## src/rtl/crc_pkg.sv

```systemverilog
// Shared CRC-16 (x^16+x^12+x^5+1) constants and state type for the checker and generator.
package crc_pkg;
    localparam int          CRC_W      = 16;
    localparam logic [15:0] CRC_POLY   = 16'h1021;
    localparam int          CODEWORD_W = 48;
    localparam int          CNT_W      = 6;
    localparam logic [5:0]  LAST_BIT   = 6'd47;

    typedef enum logic [1:0] {
        IDLE,
        SHIFT,
        DONE
    } crc_state_e;
endpackage

```

## src/rtl/crc_check_if.sv

```systemverilog
// Codeword-in / result-out handshake bundle for the CRC checker.
interface crc_check_if
    import crc_pkg::*;
#(
    parameter int DATA_W    = 32,
    parameter int ERR_CNT_W = 8
);
    logic                 in_valid;
    logic                 in_ready;
    logic [DATA_W-1:0]    data;
    logic [CRC_W-1:0]     crc_in;
    logic                 out_valid;
    logic                 out_ready;
    logic                 crc_ok;
    logic [CRC_W-1:0]     syndrome;
    logic [ERR_CNT_W-1:0] err_count;

    modport master (
        output in_valid, data, crc_in, out_ready,
        input  in_ready, out_valid, crc_ok, syndrome, err_count
    );

    modport slave (
        input  in_valid, data, crc_in, out_ready,
        output in_ready, out_valid, crc_ok, syndrome, err_count
    );
endinterface

```

## src/rtl/crc16_lfsr_step.sv

```systemverilog
// One-bit update of a CRC-16 LFSR, MSB-first, no reflection.
module crc16_lfsr_step
    import crc_pkg::*;
(
    input  logic [CRC_W-1:0] lfsr,
    input  logic             data_bit,
    output logic [CRC_W-1:0] next
);
    logic fb;

    assign fb   = lfsr[CRC_W-1] ^ data_bit;
    assign next = {lfsr[CRC_W-2:0], 1'b0} ^ (fb ? CRC_POLY : '0);
endmodule

```

## src/rtl/crc_check.sv

```systemverilog
// Serial CRC-16 checker: captures a 48-bit codeword, shifts it MSB-first through
// the LFSR and reports the remainder, counting failed checks with saturation.
module crc_check
    import crc_pkg::*;
#(
    parameter int DATA_W    = 32,
    parameter int ERR_CNT_W = 8
)(
    input  logic       clk,
    input  logic       reset,
    crc_check_if.slave bus
);
    crc_state_e             state;
    crc_state_e             next_state;
    logic [CODEWORD_W-1:0]  shreg;
    logic [CRC_W-1:0]       lfsr;
    logic [CRC_W-1:0]       lfsr_next;
    logic [CNT_W-1:0]       cnt;
    logic [ERR_CNT_W-1:0]   err_cnt;
    logic                   accept;
    logic                   retire;

    assign accept = (state == IDLE) && bus.in_valid;
    assign retire = (state == DONE) && bus.out_ready;

    crc16_lfsr_step u_step (
        .lfsr     (lfsr),
        .data_bit (shreg[CODEWORD_W-1]),
        .next     (lfsr_next)
    );

    // NOTE: state registers use non-blocking assignments so every flop samples pre-edge values.
    always_ff @(posedge clk or posedge reset) begin
        if (reset) state <= IDLE;
        else       state <= next_state;
    end

    // NOTE: next_state is defaulted first so no path through the case infers a latch.
    always_comb begin
        next_state = state;
        case (state)
            IDLE:    if (bus.in_valid)  next_state = SHIFT;
            SHIFT:   if (cnt == '0)     next_state = DONE;
            DONE:    if (bus.out_ready) next_state = IDLE;
            default:                    next_state = IDLE;
        endcase
    end

    // The codeword is shifted left so the bit being checked is always at the top.
    always_ff @(posedge clk or posedge reset) begin
        if (reset) begin
            shreg <= '0;
            lfsr  <= '0;
            cnt   <= LAST_BIT;
        end else if (accept) begin
            shreg <= {bus.data, bus.crc_in};
            lfsr  <= '0;
            cnt   <= LAST_BIT;
        end else if (state == SHIFT) begin
            shreg <= {shreg[CODEWORD_W-2:0], 1'b0};
            lfsr  <= lfsr_next;
            cnt   <= cnt - 1'b1;
        end
    end

    always_ff @(posedge clk or posedge reset) begin
        if (reset) begin
            err_cnt <= '0;
        end else if (retire && (lfsr != '0) && (err_cnt != {ERR_CNT_W{1'b1}})) begin
            err_cnt <= err_cnt + 1'b1;
        end
    end

    always_comb begin
        bus.in_ready  = (state == IDLE);
        bus.out_valid = (state == DONE);
        bus.crc_ok    = (state == DONE) && (lfsr == '0);
        bus.syndrome  = (state == DONE) ? lfsr : '0;
        bus.err_count = err_cnt;
    end
endmodule

```

## src/flat_wrapper.sv

```systemverilog
// flat-port wrapper written by rule: the top's interface ports become plain ports
module crc_check_flat import crc_pkg::*;
#(
    parameter int DATA_W    = 32,
    parameter int ERR_CNT_W = 8
)
  (clk, reset, bus_in_valid, bus_data, bus_crc_in, bus_out_ready, bus_in_ready, bus_out_valid, bus_crc_ok, bus_syndrome, bus_err_count);
  crc_check_if #(.DATA_W(DATA_W), .ERR_CNT_W(ERR_CNT_W)) bus_i ();
  input  logic clk;
  input  logic reset;
  input wire logic [$bits(bus_i.in_valid)-1:0] bus_in_valid;
  input wire logic [$bits(bus_i.data)-1:0] bus_data;
  input wire logic [$bits(bus_i.crc_in)-1:0] bus_crc_in;
  input wire logic [$bits(bus_i.out_ready)-1:0] bus_out_ready;
  output wire logic [$bits(bus_i.in_ready)-1:0] bus_in_ready;
  output wire logic [$bits(bus_i.out_valid)-1:0] bus_out_valid;
  output wire logic [$bits(bus_i.crc_ok)-1:0] bus_crc_ok;
  output wire logic [$bits(bus_i.syndrome)-1:0] bus_syndrome;
  output wire logic [$bits(bus_i.err_count)-1:0] bus_err_count;
  assign bus_i.in_valid = bus_in_valid;
  assign bus_i.data = bus_data;
  assign bus_i.crc_in = bus_crc_in;
  assign bus_i.out_ready = bus_out_ready;
  assign bus_in_ready = bus_i.in_ready;
  assign bus_out_valid = bus_i.out_valid;
  assign bus_crc_ok = bus_i.crc_ok;
  assign bus_syndrome = bus_i.syndrome;
  assign bus_err_count = bus_i.err_count;
  crc_check #(.DATA_W(DATA_W), .ERR_CNT_W(ERR_CNT_W)) u_core (.clk(clk), .reset(reset), .bus(bus_i));
endmodule
```

## config.mk

```make
export PLATFORM = sky130hd
export DESIGN_NAME = crc_check_flat
export DESIGN_NICKNAME = d
export VERILOG_FILES = /design/src/rtl/crc_pkg.sv /design/src/rtl/crc_check_if.sv /design/src/rtl/crc16_lfsr_step.sv /design/src/rtl/crc_check.sv /design/src/flat_wrapper.sv
export SDC_FILE = /design/constraint.sdc
export NUM_CORES = 1
export LEC_CHECK = 0
export ABC_AREA = 1
export BUFFER_PORTS_ARGS = -buffer_cell sky130_fd_sc_hd__buf_2
export CAP_MARGIN = 20
export CELL_PAD_IN_SITES_DETAIL_PLACEMENT = 1
export CELL_PAD_IN_SITES_GLOBAL_PLACEMENT = 2
export CORE_MARGIN = 8
export CORE_UTILIZATION = 34
export CTS_CLUSTER_DIAMETER = 200
export DETAILED_ROUTE_END_ITERATION = 10
export PLACE_DENSITY = 0.84
export SKIP_CTS_REPAIR_TIMING = 1
export SLEW_MARGIN = 15
export SYNTH_ARGS = -nofsm -noshare
export SYNTH_HDL_FRONTEND = slang
export SYNTH_SLANG_ARGS = --single-unit
```

## constraint.sdc

```tcl
create_clock -name clk -period 6.52 [get_ports clk]
set_input_delay 1.304 -clock clk [delete_from_list [all_inputs] [get_ports clk]]
set_output_delay 1.304 -clock clk [all_outputs]
set_load 0.1 [all_outputs]
```

* Yosys cells after proc, flatten, opt, wreduce, memory -nomap -nowiden
Index checks and enable logic that the tools add are counted.
** Storage, ports and cells
- Bits in registers :: 80
- Input bits :: 52
- Output and inout port bits :: 27
- Logic and storage cells :: 38
** Operators by class
- Add/sub/neg operators :: 2
- Equal/unequal tests :: 6
- Mux-type cells :: 12
- Bitwise operators :: 2
- Reduce and logical (&&, ||, !) cells :: 11
** Operators by type and width (count)
- $mux W48 :: 2
- $mux W16 :: 3
- $logic_not A16 Y1 :: 1
- $reduce_bool A16 Y1 :: 1
- $xor A16 B13 Y16 :: 1
- $mux W13 :: 1
- $mux W6 :: 2
- $add A8 B1 Y8 const B :: 1
- $ne A8 B8 Y1 const B :: 1
- $logic_not A6 Y1 :: 1
- $mux W2 :: 3
- $pmux W2 S3 :: 1
- $sub A6 B1 Y6 const B :: 1
- $logic_and A1 B1 Y1 :: 5
- $ne A2 B2 Y1 const B :: 2
- $reduce_and A3 Y1 :: 1
- $eq A2 B1 Y1 const B :: 1
- $eq A2 B2 Y1 const B :: 1
- $logic_not A2 Y1 :: 1
- $ne A2 B1 Y1 const B :: 1
- $reduce_bool A2 Y1 :: 1
- $xor A1 B1 Y1 :: 1

* Depth between registers and ports, before layout
Gate-level depths: netlist of run 1.
- Depth in word-level cells :: 5
- Depth in mapped cells :: 8
- Gate-level depth less buffers :: 8

* Hierarchy
From an unflattened synthesis of run 1, not the netlist that was laid out.
** Unflattened totals
- Cell total of the unflattened synthesis :: 507
- Area total of the unflattened synthesis :: 4007.6 um2
** Modules (own cells, without submodules)
- crc_check :: instances 1, cells an instance 478, area an instance 3841.2 um2, sequential area each 2008.2 um2
- crc16_lfsr_step :: instances 1, cells an instance 29, area an instance 166.4 um2, sequential area each 0.0 um2

* Worst setup path after synthesis of run 1
No wires, ideal clock.
- Path type :: register to output
- From :: register u_core.state[0]
- To :: output bus_syndrome[10]
- Arrival :: 2143 ps
- Data required time :: 5216 ps
- Setup slack :: 3073 ps
- Stages on the path, launching flop included :: 6
- Path buffers :: 2
- Cell sequence :: dfrtp_1 inv_2 nand2_1 buf_2 buf_2 nor2_1
** Between the ends
- Longest elaborated chain between the ends :: 2
** RTL lines
- start: declaration :: RTL line crc_check.sv:13 : crc_state_e state;
- start signal: assignment :: RTL line crc_check.sv:35 : else state <= next_state;
- $eq A2 B2 Y1 :: RTL line crc_check.sv:78 : bus.syndrome = (state == DONE) ? lfsr : '0;
- $mux W16 :: RTL line crc_check.sv:78
- end: declaration :: RTL line flat_wrapper.sv:18 : output wire logic [$bits(bus_i.syndrome)-1:0] bus_syndrome;
No other way between the ends.

* Worst setup path in the final report of run 1
- From :: register u_core.state[0]
- To :: output bus_syndrome[7]
Same word-level chain as after synthesis.

==> qor.yml, run 1 <==
timing:
  max_slew_margin_pct: 48.1
  slew_viol_final: 0
  max_freq_mhz: 310
  fin_crit_ps: 3230
  rsz0062_at_grt: "no"
  tightestPinTransition_ps: 777
  fin_crit_sh_pct: 49.5
  setup_viol: 0
  hold_violations: 0
  tns_ps: 0
  finalClockSkew_ps: 17.8
pwr:
  seq_power_share_pct: 45.4
  p_per_area_mw_per_mm2: 421
  p_int_mw: 1.12
  switching_share_pct: 40.2
  vdd_drop_max_v: 0.000154
  p_sw_uw: 750
  p_comb_share_pct: 36.5
  power_frac_clock_pct: 18.1
  p_leak_nw: 2.32
  power.total_mw: 1.87
route:
  post-route-drc-count: 0
  ant_nets: 0
  viasPerCell: 4.79
  post_drt_wl_per_cell_um: 13.8
  routed_wl_um: 9460
  drt_first_iter_violations: 187
  vias: 3278
  dr.pass1.iters: 4
setup_path:
  cp_max_fo: 20
  path_buf_inv: 2
  path_delay_family: "simple AND/OR/NAND/NOR gates"
  cp.arrival_ps: 1930
  cpMaxStageDelayCell: "buf_2"
  criticalPathCategory: "reg2out"
  slowest_delay_ps: 450
  crit_required_ps: 5220
  critical_path.endpoint_type: "output port"
  path_cells: "inv_2, nand2_1, nor2_1, buf_2"
  start_kind: "register"
cts:
  clock_latency_ps: 340
  clock-root-buffer: "clkbuf_8"
  h-tree-depth: 3
  cts.clk_slew.worst_paths_ps: 90
  clkSinkCount: 80
  numCtsBuffers: 9
  cts_tree: "built"
  cts.path.max_buffers: 2
outcome:
  outcome: "completed"
job:
  drv_cap: 0
global_route:
  grt_max_degree: 81
  antenna_found_initial: 0
  grt_pass1_vias: 3573
  grt_usage_pct: 13.8
  grt_pass1_wl_um: 16800
  grt_overflow: 0
final_layout:
  nets: 594
  antennaDiodeCount: 0
  fill_cells: 1324
  fin_util_pct: 41.1
  drive_gt1_share_pct: 21.1
  area_growth_pct: 18.1
placed_design:
  io_buffers: 78
  hpwl_um: 6470
  place.gp.congestion: 0.755
floorplanning:
  die_w_um: 121
  core_mm2: 0.0108
  die_h_um: 121
  io_pins: 79
  initial_core_util_pct: 34.8
  rows: 38
  die-area_mm2: 0.0147
logic_synthesis:
  syn_nets: 522
  yosys_warnings: 0
  synth.area.top_cells: "dfrtp_1, nand2_1, nand3_1"
  avgSynthCellArea_um2: 8.04
  synth-edff-count: 0
  synth-seq-cells: 80
  syn_area_mm2: 0.00375
  async_flop_share_pct: 100
  synth_seq_area_share_pct: 53.5
  synth_cells: 467
  yosysMostFrequentCell: "nand2_1"
  synth_cell_types: 29
  synth_common_cells: "nand2_1, dfrtp_1, nand3_1, nor2_1, inv_1"
  synth-main-ff-cell: "dfrtp_1"
  synth_top_area_share_pct: 50.0
  post-synth-top-area-cell: "dfrtp_1"
worst_hold_path:
  hold_class: "reg2reg"
## flip-flops by register name (all words and copies together) (netlist names)
signal,flops
u_core.shreg,48
u_core.state,2
u_core.lfsr,16
u_core.bus.err_count,8
u_core.cnt,6
## cell families after synthesis
group | Yosys count | synth area share [%]
simple gates | 298 | 33.9
xor+xnor | 1 | 0.233
flops | 80 | 53.5
fa+ha+maj | 3 | 1.00
compound gates | 28 | 4.73
buf+inv | 57 | 6.67
## per-layer routing
metal | global-route usage (%) | vias up | share of wire [%]
li1 | - | 1628 | -
met1 | 17.9 | 1591 | 48
met2 | 22.6 | 52 | 47
met3 | 2.93 | 7 | 4.1
met4 | 3.98 | 0 | 0.67
met5 | 0 | - | 0
## cell usage in the layout (no fill, tap or decap)
| master | synthesis | final |
|---|---|---|
| nor2_1 | 34 | 34 |
| o211ai_1 | 2 | 2 |
| clkinvlp_4 | 0 | 3 |
| nor2_4 | 3 | 3 |
| a22o_1 | 1 | 1 |
| nand4_4 | 1 | 1 |
| clkbuf_1 | 6 | 1 |
| ha_1 | 3 | 3 |
| dfrtp_1 | 75 | 75 |
| o21ai_1 | 2 | 2 |
| nand4_1 | 9 | 9 |
| buf_2 | 8 | 78 |
| nand3b_1 | 2 | 2 |
| nand2_1 | 191 | 191 |
| nand2_2 | 2 | 2 |
| inv_1 | 32 | 31 |
| buf_16 | 0 | 1 |
| nand3_1 | 53 | 53 |
| clkinv_4 | 0 | 1 |
| o21ai_0 | 3 | 3 |
| nor2_2 | 1 | 1 |
| o221ai_1 | 2 | 2 |
| clkinv_2 | 0 | 1 |
| nand3_2 | 1 | 1 |
| clkbuf_8 | 0 | 10 |
| buf_4 | 5 | 2 |
| dfstp_2 | 5 | 5 |
| clkinv_1 | 1 | 1 |
| o22ai_1 | 17 | 17 |
| inv_6 | 0 | 1 |
| a21oi_1 | 1 | 1 |
| xor2_1 | 1 | 1 |
| or2_2 | 1 | 1 |
| inv_2 | 4 | 4 |
## worst register-to-register path: cells and delay by family, from the launching register on
| family | cells | cell delay, ps |
|---|---|---|
| AO/OA/AOI/OAI | 1 | 320 |
| buffers and inverters | 3 | 1220 |
| flip-flops | 1 | 430 |
| AND/OR/NAND/NOR | 2 | 540 |
## power groups by stage
stage,Clock (mW),Sequential (mW),Combinational [mW]
final,0.338,0.847,0.682
after global routing,0.372,0.878,0.790
after CTS,0.353,0.847,0.695
after detailed placement,0,0.855,0.693
after global placement,0,0.846,0.662
after floorplan,0,0.833,0.550
## metrics by stage
stage / std cells / hold slack (ps) / area [um2] / setup slack [ps]
final: 684 / 485 / 4430 / 3290
after global routing: 684 / 518 / 4430 / 3100
after CTS: 683 / 483 / 4410 / 3250
after detailed placement: 667 / 469 / 4220 / 3610
after global placement: 667 / 465 / 4220 / 3690
after floorplan: 467 / 452 / 3750 / 3070
## final cells by class
type / instances / area (um2) / share of cell area, %
Clock buffer: 11 / 141 / 3.19
Clock inverter: 5 / 40.0 / 0.903
Inverter: 37 / 140 / 3.16
Multi-Input combinational cell: 330 / 1500 / 33.7
Sequential cell: 80 / 2010 / 45.3
Tap cell: 140 / 175 / 3.95
Timing Repair Buffer: 81 / 433 / 9.77
## worst paths after layout
check,slack [ps],start,cells past startpoint,endpoint
worst max-delay path,3290,u_core.state[0],4,bus_syndrome[7]
worst min-delay path,490,u_core.shreg[12],2,u_core.shreg[13]
worst max register to register,3920,u_core.state[1],6,u_core.shreg[0]
worst min register to register,490,u_core.shreg[12],2,u_core.shreg[13]
max in group asynchronous,4890,reset,4,u_core.cnt[1]
min in group asynchronous,970,reset,3,u_core.shreg[33]
(Power assumes the default switching activity.)
==> inputs of run 2 (changes only) <==
- ABC_AREA: 1 -> 0
- CORE_UTILIZATION: 34 -> 30
- PLACE_DENSITY: 0.84 -> 0.75
- clock period: 6.52 -> 2.8 ns (I/O delays scaled with it)
==> qor.yml, run 2 <==
logic_synthesis:
  avgSynthCellArea_um2: 9.53  # +19%
  yosys_warnings: 0  # unchanged
  synth_top_area_share_pct: 51.4  # +1.4 points
  syn_area_mm2: 0.00365  # -2.8%
  async_flop_share_pct: 100  # unchanged
  post-synth-top-area-cell: "dfrtp_1"
  yosysMostFrequentCell: "nand2_1"
  synth_seq_area_share_pct: 55.0  # +1.5 points
  synth_cells: 383  # -18%
  syn_nets: 438  # -16%
  synth-seq-cells: 80  # unchanged
  synth.area.top_cells: "dfrtp_1, nand2_1, a22oi_1"
  synth_cell_types: 38  # +31%
  synth-main-ff-cell: "dfrtp_1"
  synth_common_cells: "nand2_1, dfrtp_1, a22oi_1, o21ai_0, and2_1"
  synth-edff-count: 0  # unchanged
floorplanning:
  die_w_um: 126  # +4.3%
  die-area_mm2: 0.0160  # +8.8%
  io_pins: 79  # unchanged
  initial_core_util_pct: 30.5  # -4.3 points
  core_mm2: 0.0120  # +11%
  rows: 40  # +5.3%
  die_h_um: 126  # +4.3%
setup_path:
  start_kind: "register"
  path_cells: "and2b_1, and2_1, buf_2"
  crit_required_ps: 2240  # -2980 ps
  criticalPathCategory: "reg2out"
  slowest_delay_ps: 560  # +110 ps
  cpMaxStageDelayCell: "and2b_1"
  cp.arrival_ps: 1960  # +30 ps
  cp_max_fo: 22  # +10%
  critical_path.endpoint_type: "output port"
global_route:
  grt_pass1_wl_um: 15900  # -5.3%
  grt_usage_pct: 12.3  # -1.5 points
  antenna_found_initial: 0  # unchanged
  grt_overflow: 0  # unchanged
  grt_max_degree: 64  # -21%
  grt_pass1_vias: 3176  # -11%
route:
  dr.pass1.iters: 4  # unchanged
  vias: 2946  # -10%
  routed_wl_um: 9180  # -2.9%
  post_drt_wl_per_cell_um: 15.1  # +9.6%
  drt_first_iter_violations: 175  # -6.4%
  post-route-drc-count: 0  # unchanged
  ant_nets: 0  # unchanged
  viasPerCell: 4.86  # +1.4%
final_layout:
  drive_gt1_share_pct: 25.1  # +3.9 points
  area_growth_pct: 23.4
  antennaDiodeCount: 0  # unchanged
  largest_reg_flops: 48  # unchanged
  nets: 509  # -14%
  fill_cells: 1394  # +5.3%
  layout_commonest_cell: "nand2_1"
  largest-register: "u_core.shreg"
  final_cell_mix: "nand2_1, buf_2, dfrtp_1"
  fin_cells: 606  # -11%
cts:
  cts.path.max_buffers: 2  # unchanged
  clock-root-buffer: "clkbuf_16"
  clock_latency_ps: 340  # about the same
  cts.clk_slew.worst_paths_ps: 60  # -30 ps
  clkSinkCount: 80  # unchanged
  cts_tree: "built"
  h-tree-depth: 3  # unchanged
  numCtsBuffers: 9  # unchanged
timing:
  max_slew_margin_pct: 55.5  # +7.3 points
  max_freq_mhz: 397
  rsz0062_at_grt: "no"
  fin_crit_sh_pct: 90.1
  setup_viol: 0  # unchanged
  tightestPinTransition_ps: 668  # -109 ps
  slew_viol_final: 0  # unchanged
  tns_ps: 0  # unchanged
  fin_crit_ps: 2520
  finalClockSkew_ps: 4.69  # -13.1 ps
  hold_violations: 0  # unchanged
pwr:
  p_leak_nw: 2.34  # +0.91%
  vdd_drop_max_v: 0.000341  # +120%
  p_per_area_mw_per_mm2: 626  # +49%
placed_design:
  hpwl_um: 6140  # -5.2%
  place.gp.congestion: 0.706  # -6.4%
  io_buffers: 78  # unchanged
  post-place-cells: 589  # -12%
outcome:
  outcome: "completed"
worst_hold_path:
  hold_class: "in2async"
job:
  drv_cap: 0  # unchanged
==> run 2: cell count changes in the layout (fill, tap and decap cells not counted), moves of 8 or more <==
cell,delta
nand2_1,-55
nand3_1,-49
a22oi_1,+47
nor2_1,-30
inv_1,-27
and2_1,+17
o22ai_1,-17
o21ai_0,+16
clkbuf_16,+9
clkbuf_8,-8
==> run 2: worst paths after layout <==
kind                                  start                 endpoint  slack (ps)  cells after the start
min reg2reg                u_core.shreg[45]         u_core.shreg[45]         470                      2
max in group asynchronous             reset            u_core.cnt[2]        1850                      3
min in group clk              bus_crc_in[0]          u_core.shreg[0]         430                      3
max                         u_core.state[0]          bus_syndrome[8]         280                      3
min                                   reset          u_core.shreg[9]         240                      2
max reg2reg                 u_core.state[0]  u_core.bus.err_count[1]         860                      4
==> run 2: metrics by stage <==
step / util (%) / hold slack, ps / power [mW] / area (um2) / setup WS (ps)
global route: 37.7 / 283 / 2.98 / 4500 / 98.7
global placement: 35.0 / 458 / 1.63 / 4180 / 669
CTS: 37.5 / 252 / 2.88 / 4480 / 232
floorplan: - / 447 / 1.52 / 3650 / 197
finish: 37.7 / 242 / 2.82 / 4500 / 279
detailed placement: 35.0 / 464 / 1.65 / 4180 / 615
==> run 2: layer usage <==
layer  global-route usage [%]  wire [um]  share of wire, %  vias up
li1                         -          -                 -     1437
met1                     15.1       4380                48     1449
met2                     19.7       4310                47       49
met3                     3.69        344               3.7       11
met4                     5.31        143               1.6        0
met5                        0          0                 0        -
==> run 2: logic make-up after synthesis <==
kind of cell,count (synthesis),synth area share (%)
DFF,80,55.0
buffers and inverters,30,3.84
muxes,4,1.51
xor gates and xnor gates,10,2.40
adders and majority gates,3,1.03
AOI/OAI and AO/OA,73,14.2
and+or+nand+nor,183,22.0
==> run 2: final cells by class <==
type / instances / area (um2) / area share [%]
Clock inverter: 3 / 42.5 / 0.944
Tap cell: 147 / 184 / 4.08
Inverter: 5 / 20.0 / 0.444
Sequential cell: 80 / 2010 / 44.6
Timing Repair Buffer: 85 / 468 / 10.4
Multi-Input combinational cell: 273 / 1520 / 33.8
Clock buffer: 13 / 260 / 5.78
==> run 2: where the power goes <==
part | switching (mW) | internal, mW
Combinational | 0.108 | 0.100
Sequential | 0.132 | 1.28
Clock | 0.463 | 0.738
==> run 2: critical path: cells and delay by family, from the launching register on <==
family	cells	cell delay, ps
buffers and inverters	1	420
flip-flops	1	420
AND/OR/NAND/NOR	2	770
==> inputs of run 3 (changes only) <==
- CORE_MARGIN: 8 -> unset
- REMOVE_ABC_BUFFERS: unset -> 1
==> qor.yml, run 3 (same netlist as run 2, synthesis figures left out) <==
floorplanning:
  core_mm2: 0.0116  # -2.9%
  io_pins: 79  # unchanged
  rows: 39  # -2.5%
  initial_core_util_pct: 31.4  # +0.91 points
  die_h_um: 112  # -11%
  die_w_um: 112  # -11%
  die-area_mm2: 0.0126  # -21%
cts:
  clkSinkCount: 80  # unchanged
  cts.clk_slew.worst_paths_ps: 60  # about the same
  h-tree-depth: 3  # unchanged
  clock_latency_ps: 340  # about the same
  clock-root-buffer: "clkbuf_16"
  numCtsBuffers: 9  # unchanged
  cts.path.max_buffers: 2  # unchanged
  cts_tree: "built"
final_layout:
  layout_commonest_cell: "nand2_1"
  drive_gt1_share_pct: 25.7  # +0.60 points
  fin_cells: 603  # -0.50%
  final_area_mm2: 0.00448  # -0.56%
  largest-register: "u_core.shreg"
  nets: 510  # +0.20%
  antennaDiodeCount: 0  # unchanged
  fill_cells: 1370  # -1.7%
  final_cell_mix: "nand2_1, buf_2, dfrtp_1"
  largest_reg_flops: 48  # unchanged
  area_growth_pct: 22.7
pwr:
  p_comb_share_pct: 7.4  # about the same
  p_sw_uw: 743  # +5.7%
  power_frac_clock_pct: 41.5  # -1.1 points
  p_int_mw: 2.06  # -2.7%
  p_per_area_mw_per_mm2: 626  # about the same
  vdd_drop_max_v: 0.000225  # -34%
  seq_power_share_pct: 51.0  # +1.0 points
  p_leak_nw: 2.34  # +0.13%
  switching_share_pct: 26.5  # +1.6 points
global_route:
  grt_max_degree: 48  # -25%
  grt_pass1_vias: 3175  # -0.031%
  antenna_found_initial: 1  # +1
  grt_usage_pct: 16.4  # +4.2 points
  grt_pass1_wl_um: 16100  # +0.95%
  grt_overflow: 0  # unchanged
setup_path:
  slowest_delay_ps: 600  # +40 ps
  critical_path.endpoint_type: "output port"
  reg2reg_depth: 5  # +1
  path_delay_family: "simple AND/OR/NAND/NOR gates"
  cpMaxStageDelayCell: "and2b_1"
  cp_max_fo: 20  # -9.1%
  r2r_end: "u_core.bus.err_count[1]"
  path_cells: "and2b_1, and2_1, buf_2"
  path_buf_inv: 1  # unchanged
  reg2reg_slack_ps: 740  # -120 ps
  cp.arrival_ps: 2010  # +50 ps
  start_kind: "register"
  reg2reg_from: "u_core.state[0]"
  criticalPathCategory: "reg2out"
  crit_required_ps: 2240  # about the same
timing:
  setup_viol: 0  # unchanged
  max_slew_margin_pct: 50.9  # -4.5 points
  hold_violations: 0  # unchanged
  holdWs_ps: 312  # +69.3 ps
  rsz0062_at_grt: "no"
  finalClockSkew_ps: 3.19  # -1.50 ps
  fin_crit_sh_pct: 91.9  # +1.8 points
  slew_viol_final: 0  # unchanged
  max_freq_mhz: 389  # -2.0%
  fin_crit_ps: 2570  # +50.8 ps
  tightestPinTransition_ps: 736  # +67.4 ps
placed_design:
  post-place-cells: 587  # -0.34%
  hpwl_um: 6260  # +1.9%
  io_buffers: 78  # unchanged
  place.gp.congestion: 0.823  # +17%
  detailed_place.area_mm2: 0.00419  # +0.24%
route:
  routed_wl_um: 9540  # +3.9%
  post_drt_wl_per_cell_um: 15.8  # +4.4%
  viasPerCell: 4.98  # +2.5%
  ant_nets: 0  # unchanged
  vias: 3005  # +2.0%
  post-route-drc-count: 6  # +6
  drt_first_iter_violations: 104  # -41%
  dr.pass1.iters: 7  # +3
outcome:
  outcome: "finished, violations left"
  violations: "design-rule violations"
job:
  drv_cap: 0  # unchanged
worst_hold_path:
  hold_class: "in2async"
-- run 3: cell count changes in the layout (fill, tap and decap cells not counted), sizes merged --
cell / previous run / this run
buf: 85 / 86
clkbuf: 13 / 9
clkinv: 2 / 6
-- run 3: worst max-delay path by stage --
stage                    startpoint               end  slack (ps)  depth (start not counted)
finish              u_core.state[0]        bus_crc_ok         230                          3
CTS                 u_core.state[0]        bus_crc_ok         160                          3
floorplan              bus_in_valid  u_core.shreg[10]       -3350                          4
global route        u_core.state[0]        bus_crc_ok          80                          3
detailed placement  u_core.state[0]        bus_crc_ok         540                          3
global placement    u_core.state[0]  bus_syndrome[14]         610                          3
-- run 3: power by group through the flow --
| stage | Clock (mW) | Combinational (mW) | Sequential (mW) |
|---|---|---|---|
| after global routing | 1.26 | 0.246 | 1.45 |
| after global placement | 0 | 0.204 | 1.45 |
| after CTS | 1.20 | 0.217 | 1.43 |
| after detailed placement | 0 | 0.216 | 1.46 |
| final | 1.16 | 0.208 | 1.43 |
| after floorplan | 0 | 0.136 | 1.38 |
-- run 3: per-stage QoR --
| step | TNS, ps | total power, mW | setup slack [ps] | util (%) |
|---|---|---|---|---|
| after detailed placement | 0 | 1.67 | 536 | 36.1 |
| after global routing | 0 | 2.95 | 77.7 | 38.6 |
| final | 0 | 2.80 | 228 | 38.6 |
| after CTS | 0 | 2.85 | 165 | 38.6 |
| after floorplan | -184160 | 1.52 | -3350 | - |
| after global placement | 0 | 1.66 | 614 | 36.1 |
-- run 3: layer usage --
metal / wire length (um) / track usage (%)
met5: 0 / 0
met4: 117 / 5.60
met3: 621 / 5.89
met2: 4440 / 26.1
met1: 4360 / 20.8
-- run 3: layout make-up --
type,instances,area (um2),share of cell area [%]
Clock buffer,9,225,5.03
Clock inverter,7,62.6,1.40
Inverter,5,20.0,0.447
Multi-Input combinational cell,273,1520,34.0
Sequential cell,80,2010,44.8
Tap cell,143,179,3.99
Timing Repair Buffer,86,463,10.3
